### src/rtl/l2_mem_req_bridge_if.sv
`default_nettype none
// ============================================================================
// Module      : UNICAD_MEM_BUS_64
// Description : 64-bit single-port SRAM bus. Master drives the strobes,
//               address, byte enables and write data. Slave returns read
//               data the cycle after a read strobe.
// Revision    : 1.0 - initial release
// ============================================================================
interface UNICAD_MEM_BUS_64 #(
    parameter int ADDR_W = 12
);
    logic              csn;    // chip select, active-low
    logic              wen;    // write enable, active-low
    logic [7:0]        be;     // byte enables, active-high
    logic [ADDR_W-1:0] add;    // word address
    logic [63:0]       wdata;
    logic [63:0]       rdata;

    modport Master (output csn, wen, be, add, wdata, input rdata);
    modport Slave  (input csn, wen, be, add, wdata, output rdata);
endinterface
`default_nettype wire

### src/rtl/l2_mem_req_bridge.sv
`default_nettype none
// ============================================================================
// Module      : l2_mem_req_bridge
// Description : Initiator-side adapter from a req/gnt request channel and a
//               valid/ready response channel onto the 64-bit L2 SRAM bus.
//               Absorbs the 1-cycle SRAM read latency and buffers responses
//               in a RESP_DEPTH-entry FIFO so backpressure never drops data.
//               Optional macro L2_MEM_ZERO_INIT_EN: after reset, zero-fill the
//               whole SRAM before accepting requests.
// Revision    : 1.0 - initial release
// ============================================================================
module l2_mem_req_bridge #(
    parameter int MEM_ADDR_WIDTH = 12,
    parameter int ADDR_WIDTH     = 32,
    parameter int RESP_DEPTH     = 2
) (
    input  logic                  clk_i,
    input  logic                  rst_ni,
    input  logic                  req_i,
    output logic                  gnt_o,
    input  logic                  we_i,
    input  logic [7:0]            be_i,
    input  logic [ADDR_WIDTH-1:0] addr_i,
    input  logic [63:0]           wdata_i,
    output logic                  rvalid_o,
    input  logic                  rready_i,
    output logic [63:0]           rdata_o,
    output logic                  rwr_o,
    output logic                  init_done_o,
    UNICAD_MEM_BUS_64.Master      mem_master
);

    localparam int                PTR_W     = (RESP_DEPTH > 1) ? $clog2(RESP_DEPTH) : 1;
    localparam int                CNT_W     = $clog2(RESP_DEPTH + 1);
    localparam logic [PTR_W-1:0]  LAST_PTR  = PTR_W'(RESP_DEPTH - 1);
    localparam logic [CNT_W:0]    DEPTH_EXT = (CNT_W + 1)'(RESP_DEPTH);
    localparam logic [CNT_W-1:0]  FULL_CNT  = CNT_W'(RESP_DEPTH);

    // Response FIFO state
    logic [63:0]           r_fifo_data [RESP_DEPTH];
    logic [RESP_DEPTH-1:0] r_fifo_wr;
    logic [PTR_W-1:0]      r_wr_ptr;
    logic [PTR_W-1:0]      r_rd_ptr;
    logic [CNT_W-1:0]      r_cnt;

    // Access issued to the SRAM last cycle; its read data is on the bus now
    logic                  r_inflight;
    logic                  r_wr_q;

    logic                  w_run;        // bridge may grant requests
    logic                  w_init_wr;    // zero-fill write active this cycle
    logic [MEM_ADDR_WIDTH-1:0] w_init_addr;
    logic                  w_push;
    logic                  w_pop;
    logic [CNT_W:0]        w_used;       // credits held after this cycle's pop

    function automatic logic [PTR_W-1:0] f_next_ptr(input logic [PTR_W-1:0] p);
        return (p == LAST_PTR) ? '0 : p + {{(PTR_W-1){1'b0}}, 1'b1};
    endfunction

`ifdef L2_MEM_ZERO_INIT_EN
    typedef enum logic [0:0] {
        ST_INIT = 1'b0,
        ST_RUN  = 1'b1
    } state_t;

    state_t                    r_state;
    logic [MEM_ADDR_WIDTH-1:0] r_init_addr;
    logic                      r_init_done;

    // Zero-fill sequencer: one word per cycle, then RUN until the next reset
    always_ff @(posedge clk_i or negedge rst_ni) begin
        if (!rst_ni) begin
            r_state     <= ST_INIT;
            r_init_addr <= '0;
            r_init_done <= 1'b0;
        end else begin
            case (r_state)
                ST_INIT: begin
                    r_init_addr <= r_init_addr + {{(MEM_ADDR_WIDTH-1){1'b0}}, 1'b1};
                    if (&r_init_addr) begin
                        r_state     <= ST_RUN;
                        r_init_done <= 1'b1;
                    end
                end
                default: begin
                    r_state <= ST_RUN;
                end
            endcase
        end
    end

    // Reset is folded in so the SRAM sees an idle bus while rst_ni is low
    assign w_init_wr   = rst_ni && (r_state == ST_INIT);
    assign w_run       = rst_ni && (r_state == ST_RUN);
    assign w_init_addr = r_init_addr;
    assign init_done_o = r_init_done;
`else
    assign w_init_wr   = 1'b0;
    assign w_run       = rst_ni;
    assign w_init_addr = '0;
    assign init_done_o = 1'b1;
`endif

    // Credit check: buffered + in flight, less what leaves this cycle
    assign w_pop  = rvalid_o && rready_i;
    assign w_push = r_inflight;
    assign w_used = {1'b0, r_cnt}
                  + {{CNT_W{1'b0}}, r_inflight}
                  - {{CNT_W{1'b0}}, w_pop};
    assign gnt_o  = w_run && req_i && (w_used < DEPTH_EXT);

    // SRAM drive; wen is held high whenever no write is actually strobed
    assign mem_master.csn   = w_init_wr ? 1'b0  : ~gnt_o;
    assign mem_master.wen   = w_init_wr ? 1'b0  : ~(gnt_o & we_i);
    assign mem_master.be    = w_init_wr ? 8'hFF : be_i;
    assign mem_master.wdata = w_init_wr ? 64'h0 : wdata_i;
    assign mem_master.add   = w_init_wr ? w_init_addr : addr_i[MEM_ADDR_WIDTH+2:3];

    // Response head comes straight from FIFO registers
    assign rvalid_o = (r_cnt != '0);
    assign rdata_o  = r_fifo_data[r_rd_ptr];
    assign rwr_o    = r_fifo_wr[r_rd_ptr];

    // In-flight tracking, response capture and FIFO pointer/count update
    always_ff @(posedge clk_i or negedge rst_ni) begin
        if (!rst_ni) begin
            r_inflight <= 1'b0;
            r_wr_q     <= 1'b0;
            r_wr_ptr   <= '0;
            r_rd_ptr   <= '0;
            r_cnt      <= '0;
            r_fifo_wr  <= '0;
            for (int i = 0; i < RESP_DEPTH; i++) begin
                r_fifo_data[i] <= '0;
            end
        end else begin
            r_inflight <= gnt_o;
            r_wr_q     <= we_i;
            if (w_push) begin
                r_fifo_data[r_wr_ptr] <= r_wr_q ? 64'h0 : mem_master.rdata;
                r_fifo_wr[r_wr_ptr]   <= r_wr_q;
                r_wr_ptr              <= f_next_ptr(r_wr_ptr);
            end
            if (w_pop) begin
                r_rd_ptr <= f_next_ptr(r_rd_ptr);
            end
            case ({w_push, w_pop})
                2'b10:   r_cnt <= r_cnt + {{(CNT_W-1){1'b0}}, 1'b1};
                2'b01:   r_cnt <= r_cnt - {{(CNT_W-1){1'b0}}, 1'b1};
                default: r_cnt <= r_cnt;
            endcase
        end
    end

`ifndef SYNTHESIS
    // Simulation-only checks of FIFO occupancy and configuration
    always_ff @(posedge clk_i) begin
        if (rst_ni) begin
            assert (!(w_push && (r_cnt == FULL_CNT)))
                else $error("l2_mem_req_bridge: push into full response FIFO");
            assert (!(w_pop && (r_cnt == '0)))
                else $error("l2_mem_req_bridge: pop from empty response FIFO");
            assert (RESP_DEPTH >= 2)
                else $error("l2_mem_req_bridge: RESP_DEPTH must be at least 2");
        end
    end
`endif

endmodule
`default_nettype wire

### src/flat_wrapper.sv
// flat-port wrapper written by rule: the top's interface ports become plain ports
module l2_mem_req_bridge_flat 
#(
    parameter int MEM_ADDR_WIDTH = 12,
    parameter int ADDR_WIDTH     = 32,
    parameter int RESP_DEPTH     = 2
)
  (clk_i, rst_ni, req_i, gnt_o, we_i, be_i, addr_i, wdata_i, rvalid_o, rready_i, rdata_o, rwr_o, init_done_o, mem_master_csn, mem_master_wen, mem_master_be, mem_master_add, mem_master_wdata, mem_master_rdata);
  UNICAD_MEM_BUS_64 #(.ADDR_W((12))) mem_master_i ();
  input  logic clk_i;
  input  logic rst_ni;
  input  logic req_i;
  output logic gnt_o;
  input  logic we_i;
  input  logic [7:0] be_i;
  input  logic [ADDR_WIDTH-1:0] addr_i;
  input  logic [63:0] wdata_i;
  output logic rvalid_o;
  input  logic rready_i;
  output logic [63:0] rdata_o;
  output logic rwr_o;
  output logic init_done_o;
  output wire logic [$bits(mem_master_i.csn)-1:0] mem_master_csn;
  output wire logic [$bits(mem_master_i.wen)-1:0] mem_master_wen;
  output wire logic [$bits(mem_master_i.be)-1:0] mem_master_be;
  output wire logic [$bits(mem_master_i.add)-1:0] mem_master_add;
  output wire logic [$bits(mem_master_i.wdata)-1:0] mem_master_wdata;
  input wire logic [$bits(mem_master_i.rdata)-1:0] mem_master_rdata;
  assign mem_master_csn = mem_master_i.csn;
  assign mem_master_wen = mem_master_i.wen;
  assign mem_master_be = mem_master_i.be;
  assign mem_master_add = mem_master_i.add;
  assign mem_master_wdata = mem_master_i.wdata;
  assign mem_master_i.rdata = mem_master_rdata;
  l2_mem_req_bridge #(.MEM_ADDR_WIDTH(MEM_ADDR_WIDTH), .ADDR_WIDTH(ADDR_WIDTH), .RESP_DEPTH(RESP_DEPTH)) u_core (.clk_i(clk_i), .rst_ni(rst_ni), .req_i(req_i), .gnt_o(gnt_o), .we_i(we_i), .be_i(be_i), .addr_i(addr_i), .wdata_i(wdata_i), .rvalid_o(rvalid_o), .rready_i(rready_i), .rdata_o(rdata_o), .rwr_o(rwr_o), .init_done_o(init_done_o), .mem_master(mem_master_i));
endmodule
### config.mk
export PLATFORM = sky130hd
export DESIGN_NAME = l2_mem_req_bridge_flat
export DESIGN_NICKNAME = d
export VERILOG_FILES = /design/src/rtl/l2_mem_req_bridge_if.sv /design/src/rtl/l2_mem_req_bridge.sv /design/src/flat_wrapper.sv
export SDC_FILE = /design/constraint.sdc
export NUM_CORES = 1
export LEC_CHECK = 0
export CORE_UTILIZATION = 41
export CTS_CLUSTER_DIAMETER = 40
export DETAILED_ROUTE_END_ITERATION = 10
export PLACE_DENSITY = 0.83
export SLEW_MARGIN = 15
export SYNTH_ARGS = -nofsm -noshare
export SYNTH_HDL_FRONTEND = slang
export SYNTH_SLANG_ARGS = --single-unit
### constraint.sdc
create_clock -name clk_i -period 3.18 [get_ports clk_i]
set_clock_uncertainty 0.1 [all_clocks]
set_input_delay 0.954 -clock clk_i [delete_from_list [all_inputs] [get_ports clk_i]]
set_output_delay 0.954 -clock clk_i [all_outputs]
set_load 0.02 [all_outputs]
# After elaboration in Yosys (flattened, before gate mapping)
# Index checks and enable logic that the tools add are counted.
totals:
  out_inout_bits: 154
  regBits: 136
  inputBits: 173
  wordCells: 50
classes:
  n_reduce_logical: 7
  add_sub_neg: 6
  n_lt_le_gt_ge: 7
  eq_ne: 2
  bitwise: 5
  mux: 15
op_table:
  columns: ["cell", "count"]
  rows:
  - ["64-bit two-way mux", 5]
  - ["128-bit bitwise mux", 1]
  - ["64-bit demux with 1-bit select", 1]
  - ["1-bit logical AND", 5]
  - ["1-bit two-way mux", 5]
  - ["2-bit >= comparator, second input constant", 2]
  - ["1-bit by 2-bit < comparator with 1-bit output, second input constant", 2]
  - ["1-bit NOT with 2-bit output", 2]
  - ["2-bit case mux with 2 select lines", 1]
  - ["2-bit nonzero test", 2]
  - ["2-bit by 1-bit adder with 3-bit output", 1]
  - ["3-bit by 2-bit < comparator with 1-bit output, second input constant", 1]
  - ["3-bit by 1-bit subtractor with 3-bit output", 1]
  - ["1-bit adder, second input constant", 2]
  - ["2-bit by 1-bit adder with 2-bit output, second input constant", 1]
  - ["2-bit bitwise mux", 1]
  - ["2-bit by 1-bit == test with 1-bit output, second input constant", 1]
  - ["2-bit == test, second input constant", 1]
  - ["2-bit by 1-bit < comparator with 1-bit output, second input constant", 1]
  - ["1-bit NOT", 2]
  - ["2-bit by 1-bit subtractor with 2-bit output, second input constant", 1]
  - ["1-bit AND", 1]
  - ["1-bit demux with 1-bit select", 1]
  - ["1-bit >= comparator, second input constant", 1]

# Depth between registers and ports, before layout
depth:
  word_depth: 7
  depth_mapped: 7
  depth_no_buf: 6

# Worst setup path after synthesis
# OpenSTA, ideal clock, no wires.
synth_path:
  path_type: "input -> output"
  start: "input port rready_i"
  end: "output port mem_master_wen"
  n_path_buf: 0
  slack_ps: -309
  arrival_ps: 2435
  required_time_ps: 2126
  path_stages: 6
  cell_sequence: "and3b_1 o21ai_0 fa_1 nand3_1 nor2_1 nand2_1"
synth_between:
  elab_chain_cells: 6
synth_lines:
  columns: ["element", "line_no", "source"]
  rows:
  - ["from (decl)", "flat_wrapper.sv:19", "input logic rready_i;"]
  - ["1-bit logical AND", "l2_mem_req_bridge.sv:106", "assign w_pop = rvalid_o && rready_i;"]
  - ["3-bit by 1-bit subtractor with 3-bit output", "l2_mem_req_bridge.sv:110", "- {{CNT_W{1'b0}}, w_pop};"]
  - ["3-bit by 2-bit < comparator with 1-bit output", "l2_mem_req_bridge.sv:111", "assign gnt_o = w_run && req_i && (w_used < DEPTH_EXT);"]
  - ["1-bit logical AND", "l2_mem_req_bridge.sv:111", null]
  - ["via gnt_o", "flat_wrapper.sv:13", "output logic gnt_o;"]
  - ["1-bit AND", "l2_mem_req_bridge.sv:115", "assign mem_master.wen = w_init_wr ? 1'b0 : ~(gnt_o & we_i);"]
  - ["1-bit NOT", "l2_mem_req_bridge.sv:115", null]
  - ["to (decl)", "flat_wrapper.sv:24", "output wire logic [$bits(mem_master_i.wen)-1:0] mem_master_wen;"]
# The timed path passes the listed nets, and every way through them passes these cells.

# Worst setup path after layout
layout_path:
  start: "input port rready_i"
  end: "output port mem_master_wen"
layout_between:
  elab_chain_cells: 6
layout_lines:
  columns: ["element", "line_no"]
  rows:
  - ["1-bit logical AND", "l2_mem_req_bridge.sv:106"]
  - ["3-bit by 1-bit subtractor with 3-bit output", "l2_mem_req_bridge.sv:110"]
  - ["3-bit by 2-bit < comparator with 1-bit output", "l2_mem_req_bridge.sv:111"]
  - ["1-bit logical AND", "l2_mem_req_bridge.sv:111"]
  - ["1-bit AND", "l2_mem_req_bridge.sv:115"]
  - ["1-bit NOT", "l2_mem_req_bridge.sv:115"]
# No other way between the ends.

==> run_results.csv <==
group,metric,value,unit
finish,antenna_cells,0,
critical_path,worstSetupPathType,"in2out",
critical_path,worstSetupEndpointType,"output pin",
place,place_congestion,0.693,
sta,worst_case_headroom_to_the_max_slew_limit,44.5,%
global_routing,grt_start_max_net_pins,137,
logic_synthesis,number_of_nets_produced_by_synthesis,849,
cts,clock_path_buffers,2,
cts,clk_pin_slew_worst_paths,0.05,ns
place,placedCellCount,910,
global_routing,grt_first_pass_wirelength,22400,microns
routing,route.vias.total,4515,
outcome,status,"finished with violations",
routing,ant_nets,0,
logic_synthesis,fraction_of_synthesis_flops_using_an_asynchronous_set_or_reset_pin,100,%
floorplanning,chipWidth,130,microns
sta,number_of_failing_setup_endpoints_in_the_final_timing_report,3,
pwr,power_leakage,3.69,nW
cts,cts_htree_levels,4,
global_routing,globalRouteOverflowTotal,0,
cts,clock_tree.root_cell,"sky130_fd_sc_hd__clkbuf_16",
cts,clkSinkCount,136,
logic_synthesis,syn-mean-instance-area,9.98,sq um
logic_synthesis,syn-cell-area,6740,sq um
floorplanning,placement_rows,46,
sta,tns,-0.453,ns
finish,final_util,52.4,%
pwr,worst_ir_drop_vdd,0.446,mV
logic_synthesis,synth.largest_area_cell,"sky130_fd_sc_hd__dfrtp_1",
global_routing,via_count_of_the_first_global_routing_pass,4435,
floorplanning,core_area,15900,sq um
sta,worst-slew-pin-transition,0.833,ns
logic_synthesis,ys.warnings.count,0,
logic_synthesis,synth_ff_type,"sky130_fd_sc_hd__dfrtp_1",
sta,final_max_slew_viol_count,0,
global_routing,grt_antenna_before_repair,0,
sta,maxClockFrequency,0.300,GHz
place,post-dp-hpwl,9220,microns
finish,share_of_final_layout_standard_cells_stronger_than_drive_strength_1,17.6,%
critical_path,timing.critical_path.required,2.13,ns
floorplanning,design.die.area,16900,sq um
floorplanning,chipHeight,130,microns
routing,drc_errors,0,
finish,layout.filler_cells,1447,
sta,grt_setup_unrepaired,"yes",
cts,worstSkewPairLatency,0.41,ns
floorplanning,ios,327,
sta,timing.final.crit_period,3.33,ns
logic_synthesis,synth.ff_latch_count,136,
routing,avgRoutedWirePerCell,14.9,microns
finish,final_net_count,889,
run,maxCapViolCount,0,
outcome,violated_checks,"setup timing",
critical_path,startpoint_type,"primary input",
routing,drt_first_pass_iters,4,
cts,tritoncts,"built",
floorplanning,initial_core_util,42.3,%
logic_synthesis,post_synth_inst_count,675,
cts,cts_hold_buf,0,
critical_path,worst_path_max_fanout,4,
sta,hold-worst-slack,0.369,ns
global_routing,aggregate_global_route_resource_usage,17.3,%
logic_synthesis,synth_edf_count,0,
finish,layoutNonFillerInstCount,944,
routing,detail_route.iter0.violations,206,
logic_synthesis,cells_taking_the_most_area_after_synthesis,"sky130_fd_sc_hd__dfrtp_1 (51%), sky130_fd_sc_hd__mux2_2 (11%), sky130_fd_sc_hd__buf_4 (10%), sky130_fd_sc_hd__o21ai_0 (8.8%), sky130_fd_sc_hd__nand2_1 (7.2%)",
logic_synthesis,yosys-top-cells-count,"sky130_fd_sc_hd__dfrtp_1 (136), sky130_fd_sc_hd__nand2_1 (130), sky130_fd_sc_hd__o21ai_0 (118)",
sta,post-route-worst-setup-slack,-0.155,ns
finish,area_delta_synth_final,23.9,%
worst_hold_path,hp-class,"reg2reg",
critical_path,critPathArrivalTime,2.28,ns
logic_synthesis,synth_largest_type_area_fraction,50.5,%
place,io_buffers,137,
routing,wirelength,14100,microns
sta,min_period_over_period,105,%
routing,vias_per_cell,4.78,
logic_synthesis,synth_seq_area_share,50.5,%
place,pre_cts_ws,-1.11,ns
logic_synthesis,synth.most_common_cell,"sky130_fd_sc_hd__dfrtp_1",
logic_synthesis,number_of_distinct_library_cells_after_synthesis,27,
pwr,power.density,1040,nW/um^2
sta,hold_viol,0,
cts,cts_made_buffers,17,
==> worst paths after layout <==
kind / from / to / slack [ns] / depth (start not counted)
max: rready_i / mem_master_wen / -0.15 / 8
min: u_core.r_fifo_data[117]$_DFFE_PN0P_ / u_core.r_fifo_data[117]$_DFFE_PN0P_ / 0.37 / 2
max reg2reg: u_core.r_cnt[0]$_DFFE_PN0P_ / u_core.r_inflight$_DFF_PN0_ / 1.38 / 6
min reg2reg: u_core.r_fifo_data[117]$_DFFE_PN0P_ / u_core.r_fifo_data[117]$_DFFE_PN0P_ / 0.37 / 2
max in group asynchronous: rst_ni / u_core.r_rd_ptr$_DFFE_PN0P_ / 1.77 / 2
min in group asynchronous: rst_ni / u_core.r_fifo_data[64]$_DFFE_PN0P_ / 0.60 / 2
==> where the power goes <==
part / total [mW] / internal (mW) / switching [mW]
combinational: 3.66 / 1.84 / 1.82
clock: 2.15 / 1.43 / 0.720
sequential: 2.87 / 2.49 / 0.380
total: 8.67 / 5.75 / 2.92
==> layer usage <==
metal	track usage, %	routed length, microns	up-vias
met2	28.1	6780	148
li1	-	-	2208
met5	0	0	-
met3	5.33	872	30
met4	7.11	263	0
met1	21.3	6150	2129
==> sequential cells by signal, summed over array words and instances, names as in the netlist <==
signal	flops
u_core.r_wr_ptr	1
u_core.r_rd_ptr	1
u_core.r_wr_q	1
u_core.r_fifo_wr	2
u_core.r_fifo_data	128
u_core.r_cnt	2
u_core.r_inflight	1
==> critical path: stages <==
cell and delay [ns]:
sky130_fd_sc_hd__buf_8 0.07, sky130_fd_sc_hd__and3b_2 0.23, sky130_fd_sc_hd__o21ai_2 0.08, sky130_fd_sc_hd__fa_2 0.53, sky130_fd_sc_hd__nand3_2 0.08, sky130_fd_sc_hd__nor2_4 0.16, sky130_fd_sc_hd__nand2_4 0.05, sky130_fd_sc_hd__buf_6 0.13
==> layout make-up <==
class | instances | area [sq um] | share of cell area [%]
repair buffers | 149 | 1530 | 18.3
multi-input cells | 409 | 2480 | 29.7
clock inverters | 12 | 198 | 2.37
clock buffers | 20 | 457 | 5.47
inverters | 2 | 7.51 | 0.0899
well taps | 216 | 270 | 3.24
flip-flops and latches | 136 | 3410 | 40.8
==> per-stage QoR <==
stage | total power [mW] | area, sq um
after floorplan | 5.21 | 6760
after global placement | 6.47 | 7660
after detailed placement | 6.57 | 7660
after CTS | 8.78 | 8340
after global routing | 9.22 | 8350
final | 8.67 | 8350
==> logic make-up after synthesis <==
| logic type | after synthesis | share of synthesized area (%) |
|---|---|---|
| simple gates | 205 | 14.3 |
| flops | 136 | 50.5 |
| other cells | 1 | 0.0557 |
| buf+inv | 130 | 13.3 |
| fa+ha+maj | 1 | 0.297 |
| mux | 67 | 11.3 |
| xor+xnor | 4 | 0.520 |
| compound gates | 131 | 9.73 |
==> cells in the final DEF, fill, tap and decap left out, types with 2 or more instances in the layout <==
cell type	netlist	layout
sky130_fd_sc_hd__clkbuf_16	0	17
sky130_fd_sc_hd__buf_12	0	5
sky130_fd_sc_hd__clkinv_2	0	3
sky130_fd_sc_hd__clkdlybuf4s50_1	0	132
sky130_fd_sc_hd__xnor2_1	2	2
sky130_fd_sc_hd__mux2_2	65	65
sky130_fd_sc_hd__clkinvlp_4	0	2
sky130_fd_sc_hd__a21oi_1	2	2
sky130_fd_sc_hd__clkinv_4	0	2
sky130_fd_sc_hd__buf_6	6	3
sky130_fd_sc_hd__nand2b_1	65	65
sky130_fd_sc_hd__clkbuf_8	0	2
sky130_fd_sc_hd__mux2_4	2	2
sky130_fd_sc_hd__nand2_4	0	2
sky130_fd_sc_hd__buf_4	90	8
sky130_fd_sc_hd__bufinv_16	0	5
sky130_fd_sc_hd__dfrtp_1	136	134
sky130_fd_sc_hd__o21ai_1	11	11
sky130_fd_sc_hd__o21ai_0	118	117
sky130_fd_sc_hd__nand2_1	130	129
==> timing repair <==
| item | 4_1_cts | 5_1_grt |
|---|---|---|
| pin swaps | 5 | 0 |
| gates resized for setup | 26 | 0 |
| endpoints found under the setup margin | 3 | 3 |
| setup buffers | 1 | 1 |
Power figures use the tool's default switching activity.
